$ cat config.mk
export PLATFORM = sky130hd
export DESIGN_NAME = hex_scan_ctrl
export DESIGN_NICKNAME = d
export VERILOG_FILES = /design/src/rtl/hex_scan_ctrl.sv
export SDC_FILE = /design/constraint.sdc
export NUM_CORES = 1
export LEC_CHECK = 0
export BUFFER_PORTS_ARGS = -buffer_cell sky130_fd_sc_hd__buf_2
export CORE_MARGIN = 3
export CORE_UTILIZATION = 50
export CTS_CLUSTER_DIAMETER = 120
export DETAILED_ROUTE_END_ITERATION = 12
export HOLD_SLACK_MARGIN = 0.15
export MAX_ROUTING_LAYER = met4
export PLACE_DENSITY = 0.76
export SKIP_LAST_GASP = 1
export SYNTH_ARGS = -nofsm -noshare
export SYNTH_HDL_FRONTEND = slang
export SYNTH_SLANG_ARGS = --single-unit
export TNS_END_PERCENT = 5
$ cat constraint.sdc
create_clock -name clk -period 3.12 [get_ports clk]
set_input_delay 0.156 -clock clk [delete_from_list [all_inputs] [get_ports clk]]
set_output_delay 0.156 -clock clk [all_outputs]
set_load 0.02 [all_outputs]
$ cat src/rtl/hex_scan_ctrl.sv
// Six-digit seven-segment scan controller: time-shares one external dec7seg across
// hex0..hex5, latching each decoded pattern into a per-digit register, with blank/blink.
module hex_scan_ctrl #(
    parameter int NDIG      = 6,
    parameter int BLINK_DIV = 25_000_000
) (
    input  logic        clk,
    input  logic        reset,
    input  logic        load_valid,
    output logic        load_ready,
    input  logic [23:0] value,
    input  logic [5:0]  blank,
    input  logic [5:0]  blink,
    output logic        busy,
    output logic [3:0]  dec_i,
    input  logic [6:0]  dec_o,
    output logic [6:0]  hex0,
    output logic [6:0]  hex1,
    output logic [6:0]  hex2,
    output logic [6:0]  hex3,
    output logic [6:0]  hex4,
    output logic [6:0]  hex5
);
    // Handshake: a load is accepted on a rising clk edge where load_valid and
    // load_ready are both high; load_ready is high exactly when the controller is IDLE.

    localparam int            CW       = $clog2(BLINK_DIV);
    localparam logic [CW-1:0] CNT_LAST = CW'(BLINK_DIV - 1);
    localparam logic [2:0]    IDX_LAST = 3'(NDIG - 1);
    localparam logic [6:0]    SEG_OFF  = 7'h7F;

    typedef enum logic {
        IDLE = 1'b0,
        SCAN = 1'b1
    } state_t;

    state_t        state;
    state_t        state_next;
    logic [2:0]    idx;
    logic [23:0]   shadow_value;
    logic [5:0]    shadow_blank;
    logic [5:0]    shadow_blink;
    logic [6:0]    seg_reg [NDIG];
    logic [6:0]    hex_out [NDIG];
    logic [CW-1:0] blink_cnt;
    logic          phase;
    logic [3:0]    scan_nib;
    logic          accept;

    assign accept = load_valid && load_ready;

    always_ff @(posedge clk or posedge reset) begin
        if (reset) begin
            state <= IDLE;
        end else begin
            state <= state_next;
        end
    end

    always_comb begin
        state_next = state;
        case (state)
            IDLE: if (load_valid) state_next = SCAN;
            SCAN: if (idx == IDX_LAST) state_next = IDLE;
            default: state_next = IDLE;
        endcase
    end

    always_comb begin
        load_ready = 1'b0;
        busy       = 1'b0;
        dec_i      = 4'h0;
        case (state)
            IDLE: load_ready = 1'b1;
            SCAN: begin
                busy  = 1'b1;
                dec_i = scan_nib;
            end
            default: load_ready = 1'b0;
        endcase
    end

    always_comb begin
        scan_nib = 4'h0;
        case (idx)
            3'd0: scan_nib = shadow_value[3:0];
            3'd1: scan_nib = shadow_value[7:4];
            3'd2: scan_nib = shadow_value[11:8];
            3'd3: scan_nib = shadow_value[15:12];
            3'd4: scan_nib = shadow_value[19:16];
            3'd5: scan_nib = shadow_value[23:20];
            default: scan_nib = 4'h0;
        endcase
    end

    // Shadow copies make the load inputs don't-care once the scan has started.
    always_ff @(posedge clk or posedge reset) begin
        if (reset) begin
            idx          <= 3'd0;
            shadow_value <= 24'h0;
            shadow_blank <= 6'h0;
            shadow_blink <= 6'h0;
        end else if (state == SCAN) begin
            idx <= (idx == IDX_LAST) ? 3'd0 : idx + 3'd1;
        end else if (accept) begin
            idx          <= 3'd0;
            shadow_value <= value;
            shadow_blank <= blank;
            shadow_blink <= blink;
        end
    end

    always_ff @(posedge clk or posedge reset) begin
        if (reset) begin
            for (int k = 0; k < NDIG; k++) seg_reg[k] <= SEG_OFF;
        end else if (state == SCAN) begin
            for (int k = 0; k < NDIG; k++) begin
                if (idx == 3'(k)) seg_reg[k] <= shadow_blank[k] ? SEG_OFF : dec_o;
            end
        end
    end

    always_ff @(posedge clk or posedge reset) begin
        if (reset) begin
            blink_cnt <= '0;
            phase     <= 1'b0;
        end else if (blink_cnt == CNT_LAST) begin
            blink_cnt <= '0;
            phase     <= ~phase;
        end else begin
            blink_cnt <= blink_cnt + 1'b1;
        end
    end

    always_comb begin
        for (int k = 0; k < NDIG; k++) begin
            hex_out[k] = (shadow_blink[k] && phase) ? SEG_OFF : seg_reg[k];
        end
    end

    assign hex0 = hex_out[0];
    assign hex1 = hex_out[1];
    assign hex2 = hex_out[2];
    assign hex3 = hex_out[3];
    assign hex4 = hex_out[4];
    assign hex5 = hex_out[5];

endmodule

Yosys cells after proc, flatten, opt, wreduce, memory -nomap -nowiden
Cells that the tools add are included.

Flip-flop bits (word level): 108. Input port bits: 46.

Bitwise gates (word level): 2. Reduce and logical (&&, ||, !) cells: 16. Eq/ne operators: 6. Mux-type cells: 23. $add $sub $neg: 2.

Operators by type and width (count): $mux W7 (12); $add A25 B1 Y25 const B (1); $eq A25 B25 Y1 const B (1); $mux W25 (1); $pmux W4 S6 (1); $reduce_and A2 Y1 (7); $mux W3 (3); $logic_and A1 B1 Y1 (7); $eq A3 B2 Y1 const B (2); $eq A3 B3 Y1 const B (2); $mux W1 (4); $mux W4 (1); $add A3 B1 Y3 const B (1); $eq A3 B1 Y1 const B (1); $logic_not A3 Y1 (1); $not A1 Y1 (2); $pmux W1 S2 (1); $reduce_bool A2 Y1 (1).

Longest topological paths before layout
Depth after elaboration: 4. Mapped depth: 8. Mapped depth without buffers: 5.

Worst setup path after synthesis
OpenSTA, ideal clock, no wires.

Path type: register -> register. From: register idx[0]. To: register seg_reg[14] (netlist bit). Buffers on the path: 3. Arrival time: 1.883 ns. Required time: 3.047 ns. Stages on the path, launching flop included: 9. Slack: 1.164 ns. Path through: dfrtp_1 clkbuf_1 clkbuf_1 and2_1 ha_1 and2_0 clkbuf_1 nor2_1 a21oi_1.

Word-level cells in the longest chain between the ends: 2.

RTL lines: start, declared (line 39) `logic [2:0] idx;`; start signal, assigned (line 104) `idx <= (idx == IDX_LAST) ? 3'd0 : idx + 3'd1;`; $eq A3 B2 Y1 (line 118) `if (idx == 3'(k)) seg_reg[k] <= shadow_blank[k] ? SEG_OFF : dec_o;`; $reduce_and A2 Y1 (no line); end signal, assigned by index (line 118); end, declared (line 43) `logic [6:0] seg_reg [NDIG];`.

Every way passes these cells. A chain may end at the register's enable or synchronous reset.

Final worst setup path
From: register idx[0]. To: output port dec_i[3].

Word-level cells in the longest chain between the ends: 3. Elaborated cells between the ends (all ways): 8. Classes of those cells: eq/ne (5); mux (2); reduce/logical (1).

RTL lines: $eq A3 B3 Y1, or another cell as far along (line 85) `case (idx)`; $pmux W4 S6 (*) (line 85); $mux W4 (*) (line 73) `case (state)`; end, declared (line 15) `output logic [3:0] dec_i,`.

Mark *: on every way between the ends. The rest lies on a longest branch, timed or not.

==> flow_summary.json <==
{
  "utilization_pct": 64.5,
  "start_util_pct": 51.6,
  "synthAdderAreaFrac_pct": 0.497,
  "ir_worst_vdd_v": 0.000423,
  "clock_latency_ns": 0.37,
  "path_buf_inv": 1,
  "clkPwrFrac_pct": 14.8,
  "fmax_ghz": 0.425,
  "vias": 4113,
  "critPathKind": "flip-flop to output pin",
  "worstSetupStartpointType": "flip-flop",
  "portBuffers": 93,
  "cts_tree": "yes",
  "outcome": "complete, no violations",
  "synth_top_family_by_area": "simple AND/OR/NAND/NOR gates",
  "drt_iter0_drc": 227,
  "yosysSeqAreaShare_pct": 54.7,
  "synth_area_leaders": "dfrtp_1, dfstp_2, mux2_2",
  "synthMuxAreaShare_pct": 9.96,
  "path_delay_family": "flip-flops",
  "clk_path_buf_depth": 2,
  "synth-seq-cells": 108,
  "yosysTopAreaCellShare_pct": 32.8,
  "stdcell_count": 761,
  "row_count": 36,
  "power_switching_mw": 2.08,
  "critPathMaxFanout": 17,
  "grt_use_total_pct": 22.6,
  "p_leak_nw": 2.73,
  "root_buffer": "clkbuf_8",
  "antenna_cells": 0,
  "power_frac_comb_pct": 39.8,
  "finalWirelength_mm": 12.0,
  "coreArea_mm2": 0.00977,
  "syn_area_mm2": 0.00504,
  "post-route-period-util_pct": 75.5,
  "hold_class": "input pin to async pin",
  "syn2layout_area_growth_pct": 25.0,
  "hold_violations": 0,
  "rsz0062_at_grt": "no",
  "place_hpwl_mm": 8.16,
  "seqPwrFrac_pct": 45.3,
  "final_common_cell": "buf_2",
  "grt_pass1_vias": 4088,
  "placedCellCount": 700,
  "skew_ns": 0.00930,
  "cts_buffers": 9,
  "hold_ws_ns": 0.469,
  "yosysTopAreaCell": "dfrtp_1",
  "grt_pass1_wl_mm": 19.9,
  "total_power_mw": 5.40,
  "worstPathRequired_ns": 2.96,
  "wl_per_cell_um": 15.8,
  "layout.cells.most_common_list": "buf_2, nor2_1, dfrtp_1",
  "min_period_ns": 2.35,
  "setup_tns_ns": 0,
  "maxCapViolations": 0,
  "yosysWarnings": 0,
  "gp_congestion": 0.816,
  "crit_chain": "and2_1 -> ha_1 -> o31ai_1 -> nor2_1 -> buf_2",
  "async_reset_ff_share_pct": 100,
  "cts-hold-fix-buffers": 45,
  "die_w_um": 106,
  "layout-drive-gt1-share_pct": 33.4,
  "cts.sinks": 108,
  "swShare_pct": 38.6,
  "synthSimpleGateAreaFrac_pct": 21.6,
  "drc": 0,
  "firstDrtPassIters": 5,
  "clk_pin_slew_ns": 0.10,
  "syn-instance-count": 490,
  "max_stage_delay_ns": 0.60,
  "yosys.cell_types.count": 49,
  "synth_area_per_cell_um2": 10.3,
  "synth_fp_nets": 538,
  "nets": 671,
  "cp-end-kind": "output pin",
  "synth_edf_count": 0,
  "cpMaxStageDelayCell": "dfrtp_1",
  "antenna_left": 0,
  "synth_xor_area_share_pct": 2.43,
  "dieArea_mm2": 0.0113,
  "post_cts_buffers": 0,
  "synth_compound_area_share_pct": 8.37,
  "grt_max_degree": 64,
  "die_h_um": 106,
  "htreeDepth": 3,
  "ios": 94,
  "max_slew_margin_pct": 48.5,
  "viasPerCell": 5.40,
  "slew_violations": 0,
  "setup_viol": 0,
  "largest_reg_flops": 42,
  "arrival_ns": 2.20,
  "tightest_slew_ns": 0.772,
  "intPower_mw": 3.32,
  "p_per_area_mw_per_mm2": 857,
  "post_cts_resized": 0,
  "synth_flop_cell": "dfrtp_1",
  "antenna_found_initial": 0,
  "overflow": 0
}
power groups by stage:
| stage | clock network (mW) | registers (mW) | logic (mW) |
|---|---|---|---|
| after CTS | 0.818 | 2.44 | 2.16 |
| after detailed placement | 0 | 2.47 | 2.11 |
| after global routing | 0.877 | 2.52 | 2.37 |
| after global placement | 0 | 2.43 | 2.03 |
| final | 0.800 | 2.45 | 2.15 |
| after floorplan | 0 | 2.24 | 1.67 |
Yosys cell counts, types with 4 or more instances:
master	instances
nor2_1	90
dfrtp_1	66
a21oi_1	45
nand2b_1	43
dfstp_2	42
mux2_2	39
nand2_1	27
clkbuf_1	17
o21ai_0	16
nand3_1	10
nor3_1	9
xnor2_1	8
inv_1	7
buf_1	6
xor2_1	6
o31ai_1	5
mux2i_1	4
nand4_1	4
cell families (layout without fill, tap and decap cells):
logic type	Yosys count	in the layout
buffers and inverters	32	170
adders and majority gates	2	2
DFF	108	108
muxes	44	44
AOI/OAI and AO/OA	76	76
and+or+nand+nor	214	214
xor gates and xnor gates	14	14
layout make-up:
cell class                      instances  area (µm²)
Multi-Input combinational cell        350        2170
Fill cell                             807        3470
Inverter                                7        28.8
Clock inverter                          7        56.3
Clock buffer                            9         124
Timing Repair Buffer                  147         996
Tap cell                              133         166
Sequential cell                       108        2760
worst register-to-register path: cells and delay by family (launching register included):
kind | cells | cell delay [ns]
and+or+nand+nor | 3 | 0.94
adders and majority gates | 1 | 0.25
AOI/OAI and AO/OA | 1 | 0.15
DFF | 1 | 0.71
layer usage:
layer	track usage, %	wire length, µm	vias up	part of all wire (%)
li1	-	-	1938	-
met1	29.3	5150	2010	43
met2	36.6	5920	140	49
met3	3.16	661	25	5.5
met4	7.96	265	0	2.2
met5	-	0	-	0
stage by stage:
step	cell area, µm²	setup slack, ns
2_1_floorplan	5040	0.188
3_3_place_gp	5670	1.16
3_5_place_dp	5670	1.04
4_1_cts	6300	0.765
5_1_grt	6300	0.560
6_report	6300	0.765
worst paths after layout:
kind	from	to	slack [ns]	depth (start not counted)
min in group clk	seg_reg[2]	seg_reg[2]	0.49	2
max in group asynchronous	reset	seg_reg[8]	1.87	4
worst min-delay path	reset	blink_cnt[2]	0.47	3
worst min register to register	seg_reg[2]	seg_reg[2]	0.49	2
worst max-delay path	idx[0]	dec_i[3]	0.77	5
worst max register to register	idx[0]	seg_reg[20]	0.99	5
Power figures use the tool's default switching activity.
